## src/rtl/loop_seq_param_if.sv

```systemverilog
// Bus bundle for the loop sequencer: control inputs from the core, program counter and status back.
// No valid/ready handshake here: every input is sampled on each rising clk edge while en is high (clr_err regardless of en).
interface loop_seq_param_if #(
  parameter int AW = 16,
  parameter int IW = 8,
  parameter int SW = 8,
  parameter int DW = 3
);
  logic          en;
  logic          loop_we;
  logic [IW-1:0] loop_iter;
  logic [SW-1:0] loop_size;
  logic          jmp;
  logic [AW-1:0] jmp_addr;
  logic          clr_err;
  logic [AW-1:0] addr;
  logic [DW-1:0] depth;
  logic          in_loop;
  logic          err_ovf;

  modport master (
    output en, loop_we, loop_iter, loop_size, jmp, jmp_addr, clr_err,
    input  addr, depth, in_loop, err_ovf
  );

  modport slave (
    input  en, loop_we, loop_iter, loop_size, jmp, jmp_addr, clr_err,
    output addr, depth, in_loop, err_ovf
  );
endinterface

```

## src/rtl/loop_seq_param.sv

```systemverilog
// Zero-overhead program sequencer with a DEPTH-entry hardware loop stack and computed jumps.
// Loop ends that share an address with enclosing loops resolve in a single cycle.
module loop_seq_param #(
  parameter int AW    = 16,
  parameter int IW    = 8,
  parameter int SW    = 8,
  parameter int DEPTH = 4,
  parameter int DW    = $clog2(DEPTH + 1)
) (
  input  logic            clk,
  input  logic            reset,
  loop_seq_param_if.slave bus
);

  logic [AW-1:0]    r_addr;
  logic [DW-1:0]    r_sp;
  logic             r_err;
  logic [AW-1:0]    r_start [DEPTH];
  logic [AW-1:0]    r_end   [DEPTH];
  logic [IW-1:0]    r_cnt   [DEPTH];

  logic [AW-1:0]    w_size_ext;
  logic [DW-1:0]    w_pop_sp;
  logic             w_hit;
  logic             w_stop;
  logic [AW-1:0]    w_hit_start;
  logic [DEPTH-1:0] w_dec;
  logic [AW-1:0]    w_next_addr;
  logic [DW-1:0]    w_next_sp;
  logic             w_push;
  logic             w_ovf;
  logic             w_dec_en;

  assign w_size_ext = AW'(bus.loop_size);

  // Top-down scan: pop exhausted entries ending here, re-enter the first live one.
  always_comb begin
    w_pop_sp    = r_sp;
    w_hit       = 1'b0;
    w_stop      = 1'b0;
    w_hit_start = '0;
    w_dec       = '0;
    for (int i = DEPTH - 1; i >= 0; i--) begin
      if (!w_stop && (i < int'(r_sp))) begin
        if (r_end[i] != r_addr) begin
          w_stop = 1'b1;
        end else if (r_cnt[i] == '0) begin
          w_pop_sp = DW'(i);
        end else begin
          w_hit       = 1'b1;
          w_hit_start = r_start[i];
          w_dec[i]    = 1'b1;
          w_stop      = 1'b1;
        end
      end
    end
  end

  always_comb begin
    w_next_addr = r_addr + AW'(1);
    w_next_sp   = r_sp;
    w_push      = 1'b0;
    w_ovf       = 1'b0;
    w_dec_en    = 1'b0;
    if (bus.jmp) begin
      w_next_addr = bus.jmp_addr;
      w_next_sp   = '0;
    end else if (bus.loop_we) begin
      if (bus.loop_iter == '0) begin
        w_next_addr = r_addr + w_size_ext + AW'(1);
      end else if (bus.loop_size == '0) begin
        w_next_addr = r_addr + AW'(1);
      end else if (r_sp < DW'(DEPTH)) begin
        w_push    = 1'b1;
        w_next_sp = r_sp + DW'(1);
      end else begin
        w_ovf = 1'b1;
      end
    end else begin
      w_next_sp = w_pop_sp;
      if (w_hit) begin
        w_next_addr = w_hit_start;
        w_dec_en    = 1'b1;
      end
    end
  end

  always_ff @(posedge clk or posedge reset) begin
    if (reset) begin
      r_addr <= '0;
      r_sp   <= '0;
    end else if (bus.en) begin
      r_addr <= w_next_addr;
      r_sp   <= w_next_sp;
    end
  end

  // Overflow set beats a simultaneous clear; clear is honoured even while stalled.
  always_ff @(posedge clk or posedge reset) begin
    if (reset) begin
      r_err <= 1'b0;
    end else if (bus.en && w_ovf) begin
      r_err <= 1'b1;
    end else if (bus.clr_err) begin
      r_err <= 1'b0;
    end
  end

  always_ff @(posedge clk) begin
    if (bus.en) begin
      for (int i = 0; i < DEPTH; i++) begin
        if (w_push && (DW'(i) == r_sp)) begin
          r_start[i] <= r_addr + AW'(1);
          r_end[i]   <= r_addr + w_size_ext;
          r_cnt[i]   <= bus.loop_iter - IW'(1);
        end else if (w_dec_en && w_dec[i]) begin
          r_cnt[i] <= r_cnt[i] - IW'(1);
        end
      end
    end
  end

  assign bus.addr    = r_addr;
  assign bus.depth   = r_sp;
  assign bus.in_loop = (r_sp != '0);
  assign bus.err_ovf = r_err;

endmodule

```

## src/flat_wrapper.sv

```systemverilog
// flat-port wrapper written by rule: the top's interface ports become plain ports
module loop_seq_param_flat 
#(
  parameter int AW    = 16,
  parameter int IW    = 8,
  parameter int SW    = 8,
  parameter int DEPTH = 4,
  parameter int DW    = $clog2(DEPTH + 1)
)
  (clk, reset, bus_en, bus_loop_we, bus_loop_iter, bus_loop_size, bus_jmp, bus_jmp_addr, bus_clr_err, bus_addr, bus_depth, bus_in_loop, bus_err_ovf);
  loop_seq_param_if #(.AW(AW), .IW(IW), .SW(SW), .DW(DW)) bus_i ();
  input  logic clk;
  input  logic reset;
  input wire logic [$bits(bus_i.en)-1:0] bus_en;
  input wire logic [$bits(bus_i.loop_we)-1:0] bus_loop_we;
  input wire logic [$bits(bus_i.loop_iter)-1:0] bus_loop_iter;
  input wire logic [$bits(bus_i.loop_size)-1:0] bus_loop_size;
  input wire logic [$bits(bus_i.jmp)-1:0] bus_jmp;
  input wire logic [$bits(bus_i.jmp_addr)-1:0] bus_jmp_addr;
  input wire logic [$bits(bus_i.clr_err)-1:0] bus_clr_err;
  output wire logic [$bits(bus_i.addr)-1:0] bus_addr;
  output wire logic [$bits(bus_i.depth)-1:0] bus_depth;
  output wire logic [$bits(bus_i.in_loop)-1:0] bus_in_loop;
  output wire logic [$bits(bus_i.err_ovf)-1:0] bus_err_ovf;
  assign bus_i.en = bus_en;
  assign bus_i.loop_we = bus_loop_we;
  assign bus_i.loop_iter = bus_loop_iter;
  assign bus_i.loop_size = bus_loop_size;
  assign bus_i.jmp = bus_jmp;
  assign bus_i.jmp_addr = bus_jmp_addr;
  assign bus_i.clr_err = bus_clr_err;
  assign bus_addr = bus_i.addr;
  assign bus_depth = bus_i.depth;
  assign bus_in_loop = bus_i.in_loop;
  assign bus_err_ovf = bus_i.err_ovf;
  loop_seq_param #(.AW(AW), .IW(IW), .SW(SW), .DEPTH(DEPTH), .DW(DW)) u_core (.clk(clk), .reset(reset), .bus(bus_i));
endmodule
```

## config.mk

```make
export PLATFORM = sky130hd
export DESIGN_NAME = loop_seq_param_flat
export DESIGN_NICKNAME = d
export VERILOG_FILES = /design/src/rtl/loop_seq_param_if.sv /design/src/rtl/loop_seq_param.sv /design/src/flat_wrapper.sv
export SDC_FILE = /design/constraint.sdc
export NUM_CORES = 1
export LEC_CHECK = 0
export CORE_MARGIN = 10
export CORE_UTILIZATION = 55
export CTS_CLUSTER_DIAMETER = 60
export CTS_CLUSTER_SIZE = 12
export DETAILED_ROUTE_END_ITERATION = 6
export GPL_ROUTABILITY_DRIVEN = 0
export PLACE_DENSITY = 0.73
export SYNTH_ARGS = -nofsm -noshare
export SYNTH_HDL_FRONTEND = slang
export SYNTH_SLANG_ARGS = --single-unit
```

## constraint.sdc

```tcl
create_clock -name clk -period 9.1 [get_ports clk]
set_input_delay 1.82 -clock clk [delete_from_list [all_inputs] [get_ports clk]]
set_output_delay 1.82 -clock clk [all_outputs]
set_load 0.1 [all_outputs]
```

==> flow_summary.yaml, run 1 <==
yosys:
  ys_seq_area_frac: 0.530
  synth_area_leaders: "edfxtp_1 (48%), xor2_1 (7.7%), dfrtp_1 (5.0%)"
  syn-num-nets: 939
  synth_edf_count: 160
  synth_flop_cell: "edfxtp_1"
  netlist_area_mm2: 0.0100
  synth_area_leader_cell: "edfxtp_1"
  yosysTopAreaCellShare: 0.480
  yosysWarningCount: 0
  synth.distinct_cells: 85
  async_flop_share: 0.111
  postSynthCellCount: 881
  syn_avg_cell_area_um2: 11.4
  ys_ff_latch: 180
drt:
  dr_total_vias: 7510
  top_layer_used: "met4"
  routed_wl_um: 27500
  drtPass1Iterations: 6
  met2WireLength_um: 12600
  drt-met1-wl_um: 11500
  first_iter_violations: 914
  wl_met3_um: 2730
  drc: 0
  avgViaCountPerCell: 6.42
  wl_per_cell_um: 23.6
  ant_nets: 0
sta:
  setup_tns_ps: 0
  hold_viol_final: 0
  finalClockSkew_ps: 12.5
  setup_violations: 0
  finalCriticalPeriod_ps: 5170
  fmax_ghz: 0.193
  rsz0062_at_grt: "false"
  period_share: 0.568
  drv_slew: 0
  slew-limit-headroom: 0.169
  tightestPinTransition_ps: 1240
job:
  cap_violations: 0
setup_path:
  cp-end-kind: "register"
  cpPeakStageDelay_ps: 670
  crit_fanout: 33
  timing.critical_path.cells: "clkdlybuf4s50_1 > inv_1 > ha_1 > nand4_1 > nand2_1 > nor2_1 > o21ai_1 > nor2_1 > and2_2 > or2_2"
  cpMaxStageDelayCell: "nand4_1"
  crit_top_cell: "nor2_1"
  setup.worst_path.class: "in2reg"
  cp_data_required_time_ps: 9270
  worst_ep_arrival_time_ps: 5340
  worstSetupStartpointType: "input port"
power:
  power.share.sequential: 0.443
  p_int_mw: 1.54
  switching_share: 0.347
  p_per_area_mw_per_mm2: 207
  pwr-share-clk: 0.323
  static-leakage-power_nw: 4.03
  p_total_mw: 2.35
  vdd_drop_max_uv: 186
  p_sw_mw: 0.818
  comb_power_share: 0.234
global_routing:
  track_usage: 0.230
  grt_pass1_vias: 7292
  antenna_found_initial: 0
  grt_max_degree: 34
  grt_overflow: 0
  grt_pass1_wl_um: 42800
clock_tree:
  cts_tree: "done"
  cts_buffers: 17
  cts_root_buffer: "clkbuf_16"
  cts.sinks: 180
  clk_latency_ps: 440
  cts_hold_buf: 0
  cts_setup_buffers: 0
  cts_max_level: 4
  path_clk_slew_ps: 70
  clockBufferDepth: 2
  cts-resized-gates: 0
place:
  place_inst: 1137
  post-dp-hpwl_um: 19300
  portBuffers: 58
die:
  coreArea_mm2: 0.0179
  die_w_um: 155
  fp.dieH_um: 155
  initial_core_util: 0.559
  dieArea_mm2: 0.0240
  fp-row-count: 49
  boundaryPins: 59
layout:
  syn_to_final_growth_pct: 13.6
  fillCellCount: 1439
  final_cell_mix: "edfxtp_1 (160), xor2_1 (88), nor2_1 (60), clkdlybuf4s50_1 (58), nand2_1 (57)"
  diodes: 0
  drive_gt1_frac: 0.0723
  fin_cells: 1169
  nets: 985
  final_common_cell: "edfxtp_1"
  post-route-util: 0.635
run_status:
  status: "finished, final reports clean"
worst_hold_path:
  hold_path.class: "reg2reg"
## final cells by class
class                      instances  area, µm²  area share
clock inverter                    15        181      0.0160
inverter                          42        158      0.0139
timing repair buffer              67        648      0.0570
clock buffer                      17        425      0.0374
sequential                       180       5310       0.467
tap                              229        287      0.0252
multi-input combinational        619       4360       0.384
## registers in the layout (all words and copies together) (netlist names)
name	flops
u_core.bus.addr	16
u_core.bus.depth	3
u_core.r_end	64
u_core.r_cnt	32
u_core.r_start	64
u_core.bus.err_ovf	1
## cell families after synthesis
group	Yosys count	synth area share
compound gates	183	0.136
xor+xnor	122	0.107
fa+ha+maj	20	0.0258
buf+inv	82	0.0351
flops	180	0.530
mux	22	0.0223
simple gates	272	0.144
## Yosys cell counts, drive strengths merged, types with 6 or more instances
| cell type | n |
|---|---|
| edfxtp | 160 |
| xor2 | 88 |
| nor2 | 60 |
| nand2 | 57 |
| a21oi | 42 |
| inv | 41 |
| xnor2 | 34 |
| nand3 | 28 |
| buf | 27 |
| nor4 | 26 |
| o21ai | 24 |
| dfrtp | 20 |
| mux2i | 20 |
| nor3 | 20 |
| ha | 19 |
| and3 | 15 |
| a31oi | 13 |
| clkbuf | 13 |
| nand4 | 12 |
| a21o | 11 |
| a222oi | 9 |
| a31o | 8 |
| and2 | 8 |
| or3 | 8 |
| a211oi | 7 |
| and4 | 7 |
| a22o | 6 |
| o211ai | 6 |
| o311ai | 6 |
## worst max-delay path: cells and delay by family
family,cells,cell delay (ps)
buf+inv,2,640
compound gates,1,410
simple gates,6,2230
fa+ha+maj,1,230
## metrics by stage
stage / worst slack [ps] / hold WS [ps] / area, µm²
6_report: 3930 / 533 / 11400
5_1_grt: 3660 / 568 / 11400
4_1_cts: 4010 / 535 / 11400
3_5_place_dp: 3530 / 523 / 10800
3_3_place_gp: 3670 / 511 / 10800
2_1_floorplan: 3410 / 554 / 10000
## metal layers
layer	vias up	global-route usage
li1	3418	-
met1	3594	0.316
met2	424	0.348
met3	74	0.0540
met4	0	0.0792
met5	-	0
## power by group through the flow
stage               Clock [mW]  Combinational, mW  Sequential [mW]
detailed placement           0              0.543             1.06
floorplan                    0              0.318             1.10
global route             0.801              0.592             1.05
finish                   0.760              0.551             1.04
global placement             0              0.535             1.06
CTS                      0.763              0.547             1.04
## final timing paths
check / cells after the start / startpoint / slack [ps] / end
setup / recovery: 10 / bus_loop_iter[0] / 3930 / u_core.r_cnt[0][4]$_DFFE_PP_
hold / removal: 2 / u_core.bus.err_ovf$_DFFE_PP0P_ / 530 / u_core.bus.err_ovf$_DFFE_PP0P_
setup reg to reg: 7 / u_core.bus.addr[11]$_DFFE_PP0P_ / 4730 / u_core.r_cnt[0][4]$_DFFE_PP_
hold reg to reg: 2 / u_core.bus.err_ovf$_DFFE_PP0P_ / 530 / u_core.bus.err_ovf$_DFFE_PP0P_
max in group asynchronous: 2 / reset / 6680 / u_core.bus.addr[1]$_DFFE_PP0P_
min in group asynchronous: 2 / reset / 1880 / u_core.bus.addr[11]$_DFFE_PP0P_
(Power assumes the default switching activity.)
==> run 2, diff against run 1 <==
clock period = 4.9 ns   (was 9.1 ns; I/O delays follow)
==> run 2 against run 1 <==
Net effect: cell count grew 1.8%; critical path depth rose by 1; combinational power up 98%; critical endpoint is now u_core.bus.addr[14]$_DFFE_PP0P_; largest cell class unchanged.
==> flow_summary.yaml, run 2 (same netlist as run 1, synthesis figures left out) <==
layout:
  diodes: 0
  nets: 1006
  top_regs: "u_core.r_end: 64 flops, u_core.r_start: 64 flops, u_core.r_cnt: 32 flops"
  syn_to_final_growth_pct: 15.0
  final_common_cell: "edfxtp_1"
  post-route-util: 0.643
  fin_cells: 1190
  drive_gt1_frac: 0.0926
  final_cell_mix: "edfxtp_1 (160), xor2_1 (88), nor2_1 (60), clkdlybuf4s50_1 (58), nand2_1 (57)"
  final_area_mm2: 0.0115
sta:
  finalCriticalPeriod_ps: 4050
  hold_viol_final: 0
  period_share: 0.827
  slew-limit-headroom: 0.176
  tightestPinTransition_ps: 1230
  finalClockSkew_ps: 10.2
  timing.hold.ws_ps: 595
  setup_violations: 0
  setup_tns_ps: 0
  fmax_ghz: 0.247
  rsz0062_at_grt: "false"
  worst_slack_ps: 847
  drv_slew: 0
setup_path:
  cp-end-kind: "register"
  rr_startpoint: "u_core.bus.addr[9]$_DFFE_PP0P_"
  crit_fanout: 7
  reg2reg_to: "u_core.bus.addr[3]$_DFFE_PP0P_"
  worstSetupStartpointType: "input port"
  worst_ep_arrival_time_ps: 4390
  cp_data_required_time_ps: 5240
  setup.worst_path.class: "in2reg"
  reg2regPathDepth: 8
  regToRegSetupSlack_ps: 990
global_routing:
  grt_pass1_wl_um: 43200
  grt_max_degree: 33
  grt_pass1_vias: 7478
  met2_usage: 0.359
  gr-max-usage-layer: "met2"
  grt_overflow: 0
  track_usage: 0.233
  grt_util_met3: 0.0565
  globalRouteMet1Util: 0.308
  antenna_found_initial: 0
place:
  dp_slack_ps: 456
  post-dp-hpwl_um: 20100
  place_inst: 1158
  portBuffers: 58
  place_area_mm2: 0.0109
die:
  coreArea_mm2: 0.0179
  dieArea_mm2: 0.0240
  initial_core_util: 0.559
  fp.dieH_um: 155
  boundaryPins: 59
  fp-row-count: 49
  die_w_um: 155
power:
  comb_power_share: 0.251
  p_sw_mw: 1.49
  power.share.sequential: 0.435
  p_int_mw: 2.86
  pwr-share-clk: 0.314
  p_total_mw: 4.35
  p_per_area_mw_per_mm2: 378
  switching_share: 0.342
  static-leakage-power_nw: 4.12
  vdd_drop_max_uv: 278
clock_tree:
  cts_tree: "done"
  clk_latency_ps: 440
  cts_buffers: 17
  cts_max_level: 4
  cts.sinks: 180
  cts_setup_buffers: 0
  cts-resized-gates: 0
  cts_hold_buf: 0
  path_clk_slew_ps: 70
  clockBufferDepth: 2
  cts_root_buffer: "clkbuf_16"
worst_hold_path:
  hold_path_end: "u_core.bus.err_ovf$_DFFE_PP0P_"
  holdCritStartpoint: "u_core.bus.err_ovf$_DFFE_PP0P_"
  whs_path_depth: 2
  hold_path.class: "reg2reg"
drt:
  avgViaCountPerCell: 6.48
  first_iter_violations: 815
  wl_per_cell_um: 23.8
  dr_total_vias: 7709
  drtPass1Iterations: 7
  routed_wl_um: 28300
  drc: 0
  ant_nets: 0
job:
  cap_violations: 0
run_status:
  status: "finished, final reports clean"
## run 2: changes by cell type in the layout (fill, tap and decap cells not counted)
cell        previous run  this run
buf_4                  9        30
clkinv_2               2         1
clkinv_4               0         2
clkinv_8               3         2
clkinvlp_4             1         2
inv_6                  2         5
inv_8                  6         2
## run 2: area by class of cell
type / count / area, µm²
clock buffer: 17 / 425
tap: 229 / 287
clock inverter: 15 / 166
fill: 1415 / 6400
sequential: 180 / 5310
inverter: 42 / 158
timing repair buffer: 88 / 806
multi-input combinational: 619 / 4360
## run 2: how the worst max path moves through the flow
stage | from | to | slack, ps | cells past startpoint
after global placement | bus_loop_size[0] | u_core.bus.addr[13]$_DFFE_PP0P_ | 520 | 11
after floorplan | bus_loop_iter[0] | u_core.r_cnt[1][0]$_DFFE_PP_ | 50 | 8
final | bus_loop_size[0] | u_core.bus.addr[14]$_DFFE_PP0P_ | 850 | 11
after CTS | bus_loop_size[0] | u_core.bus.addr[13]$_DFFE_PP0P_ | 900 | 11
after global routing | bus_loop_size[0] | u_core.bus.addr[11]$_DFFE_PP0P_ | 620 | 11
after detailed placement | bus_loop_size[0] | u_core.bus.addr[13]$_DFFE_PP0P_ | 460 | 11
## run 2: critical path: stages
cell,delay (ps)
clkdlybuf4s50_1,430
ha_1,220
fa_1,420
a21o_1,210
a221oi_4,450
mux2_2,400
nor2_1,430
nor4_1,160
and4bb_2,310
xnor2_1,120
o311ai_1,240
## run 2: per-layer routing
layer | up-vias | part of all wire
met2 | 414 | 0.46
met3 | 77 | 0.095
met1 | 3759 | 0.41
met5 | - | 0
met4 | 0 | 0.037
li1 | 3459 | -
## run 2: power groups by stage
stage	Combinational (mW)	Clock [mW]	Sequential, mW
after floorplan	0.590	0	2.05
after global placement	1.06	0	1.92
after detailed placement	1.08	0	1.92
after CTS	1.08	1.37	1.89
after global routing	1.17	1.44	1.90
final	1.09	1.37	1.89
==> run 3, diff against run 2 <==
CORE_UTILIZATION = 54   (was 55)
PLACE_DENSITY = 0.74   (was 0.73)
clock period = 3.4 ns   (was 4.9 ns; I/O delays follow)
==> run 3 against run 2 <==
Net effect: non-clock buffer count grew 76; clock power grew 47%; hold slack lost 5.3 ps; via count grew 2.9%; clock-buffer cell count is the same; sequential share of layout area shrank 2.4 points.
==> flow_summary.yaml, run 3 (same netlist as run 1, synthesis figures left out) <==
clock_tree:
  path_clk_slew_ps: 70
  cts_tree: "done"
  cts.sinks: 180
  cts_buffers: 17
  cts_root_buffer: "clkbuf_16"
  cts_max_level: 4
  clockBufferDepth: 2
  clk_latency_ps: 440
  cts_setup_buffers: 0
die:
  die_w_um: 156
  initial_core_util: 0.553
  coreArea_mm2: 0.0181
  dieArea_mm2: 0.0244
  fp-row-count: 49
  fp.dieH_um: 156
  boundaryPins: 59
drt:
  ant_nets: 0
  avgViaCountPerCell: 6.26
  first_iter_violations: 942
  drc: 0
  drtPass1Iterations: 6
  dr_total_vias: 7929
  routed_wl_um: 28600
  wl_per_cell_um: 22.6
layout:
  top_regs: "u_core.r_end: 64 flops, u_core.r_start: 64 flops, u_core.r_cnt: 32 flops"
  fin_cells: 1266
  syn_to_final_growth_pct: 21.6
  drive_gt1_frac: 0.197
  nets: 1082
  diodes: 0
  final_cell_mix: "edfxtp_1 (160), buf_4 (123), xor2_1 (88), nor2_1 (59), nand2_1 (57)"
  final_common_cell: "edfxtp_1"
  final_area_mm2: 0.0122
global_routing:
  grt_pass1_vias: 7893
  grt_pass1_wl_um: 44500
  antenna_found_initial: 0
  track_usage: 0.238
  grt_overflow: 0
  grt_max_degree: 33
setup_path:
  rr_startpoint: "u_core.r_cnt[3][0]$_DFFE_PP_"
  cp_top_family: "simple AND/OR/NAND/NOR gates"
  crit_start: "bus_loop_size[0]"
  cp.depth: 12
  timing.critical_path.cells: "clkdlybuf4s50_1 > ha_1 > fa_2 > and3_1 > o2111a_1 > a211oi_4 > o21ai_2 > or3_1 > nor4_2 > buf_4 > mux2i_1 > a31oi_1"
  reg2reg_to: "u_core.bus.addr[3]$_DFFE_PP0P_"
  cp-endpoint: "u_core.bus.addr[15]$_DFFE_PP0P_"
  worst_ep_arrival_time_ps: 3670
  cpPeakStageDelay_ps: 430
  crit_fanout: 6
  regToRegSetupSlack_ps: 160
  reg2regPathDepth: 11
  setup.worst_path.class: "in2reg"
  cp-end-kind: "register"
  cpMaxStageDelayCell: "clkdlybuf4s50_1"
  critical_path_buf_inv_count: 2
  cp_data_required_time_ps: 3710
  worstSetupStartpointType: "input port"
sta:
  drv_slew: 0
  fmax_ghz: 0.298
  finalCriticalPeriod_ps: 3350
  setup_violations: 0
  tightestPinTransition_ps: 944
  rsz0062_at_grt: "true"
  period_share: 0.987
  finalClockSkew_ps: 8.34
  slew-limit-headroom: 0.370
  hold_viol_final: 0
run_status:
  status: "finished, final reports clean"
place:
  place_inst: 1234
  place_area_mm2: 0.0115
  portBuffers: 58
  post-dp-hpwl_um: 21200
power:
  static-leakage-power_nw: 4.54
  vdd_drop_max_uv: 414
  p_per_area_mw_per_mm2: 538
job:
  cap_violations: 0
worst_hold_path:
  hold_path.class: "reg2reg"
## run 3: cell count changes in the layout (fill, tap and decap cells not counted), sizes merged
cell,delta
clkdlybuf4s50,-21
buf,+97
clkinvlp,-1
inv,+1
## run 3: layer usage
metal	track usage	share of wire
met1	0.307	0.41
met2	0.383	0.47
met4	0.0935	0.031
met5	0	0
met3	0.0538	0.089
## run 3: cell type report
cell class	instances	area, µm²
flip-flops and latches	180	5320
fillers	1357	5920
inverters	42	158
well taps	229	287
clock buffers	17	425
repair buffers	164	1370
multi-input cells	619	4420
clock inverters	15	185
## run 3: timing repair
action / in CTS / in global routing
endpoints found under the setup margin: 1 / 22
hold buffers: 0 / 0
pin swaps: 0 / 3
resized for setup: 1 / 7
## run 3: how the worst min path moves through the flow
stage                                    start                         endpoint  slack, ps  cells past startpoint
2_1_floorplan  u_core.r_start[0][15]$_DFFE_PP_  u_core.bus.addr[15]$_DFFE_PP0P_        550                      2
3_3_place_gp    u_core.bus.err_ovf$_DFFE_PP0P_   u_core.bus.err_ovf$_DFFE_PP0P_        530                      2
3_5_place_dp    u_core.bus.err_ovf$_DFFE_PP0P_   u_core.bus.err_ovf$_DFFE_PP0P_        570                      2
4_1_cts         u_core.bus.err_ovf$_DFFE_PP0P_   u_core.bus.err_ovf$_DFFE_PP0P_        580                      2
5_1_grt         u_core.bus.err_ovf$_DFFE_PP0P_   u_core.bus.err_ovf$_DFFE_PP0P_        620                      2
6_report        u_core.bus.err_ovf$_DFFE_PP0P_   u_core.bus.err_ovf$_DFFE_PP0P_        590                      2
## run 3: worst reg2reg max path, cell delays in order (launching register included)
cell and delay, ps:
edfxtp_1 380, inv_1 90, ha_1 180, or3b_1 410, or4b_4 570, nand2_1 140, nor2_1 80, buf_12 160
a32o_1 200, a221oi_1 280, o21ai_0 250, a221o_1 390
## run 3: power breakdown
| part | leakage (nW) | switching [mW] | total [mW] | internal [mW] |
|---|---|---|---|---|
| clock | 0.298 | 0.948 | 2.01 | 1.06 |
| combinational | 2.57 | 1.13 | 1.78 | 0.646 |
| sequential | 1.68 | 0.152 | 2.75 | 2.60 |
## run 3: metrics by stage
stage,hold slack (ps),total power [mW],worst slack (ps),setup TNS (ps),util
2_1_floorplan,554,3.82,11.7,0,-
3_3_place_gp,528,4.50,-439,-2560,0.637
3_5_place_dp,566,4.53,-493,-3430,0.637
4_1_cts,579,6.51,22.3,0,0.671
5_1_grt,617,6.79,-26.1,-31.6,0.673
6_report,590,6.54,45.9,0,0.673
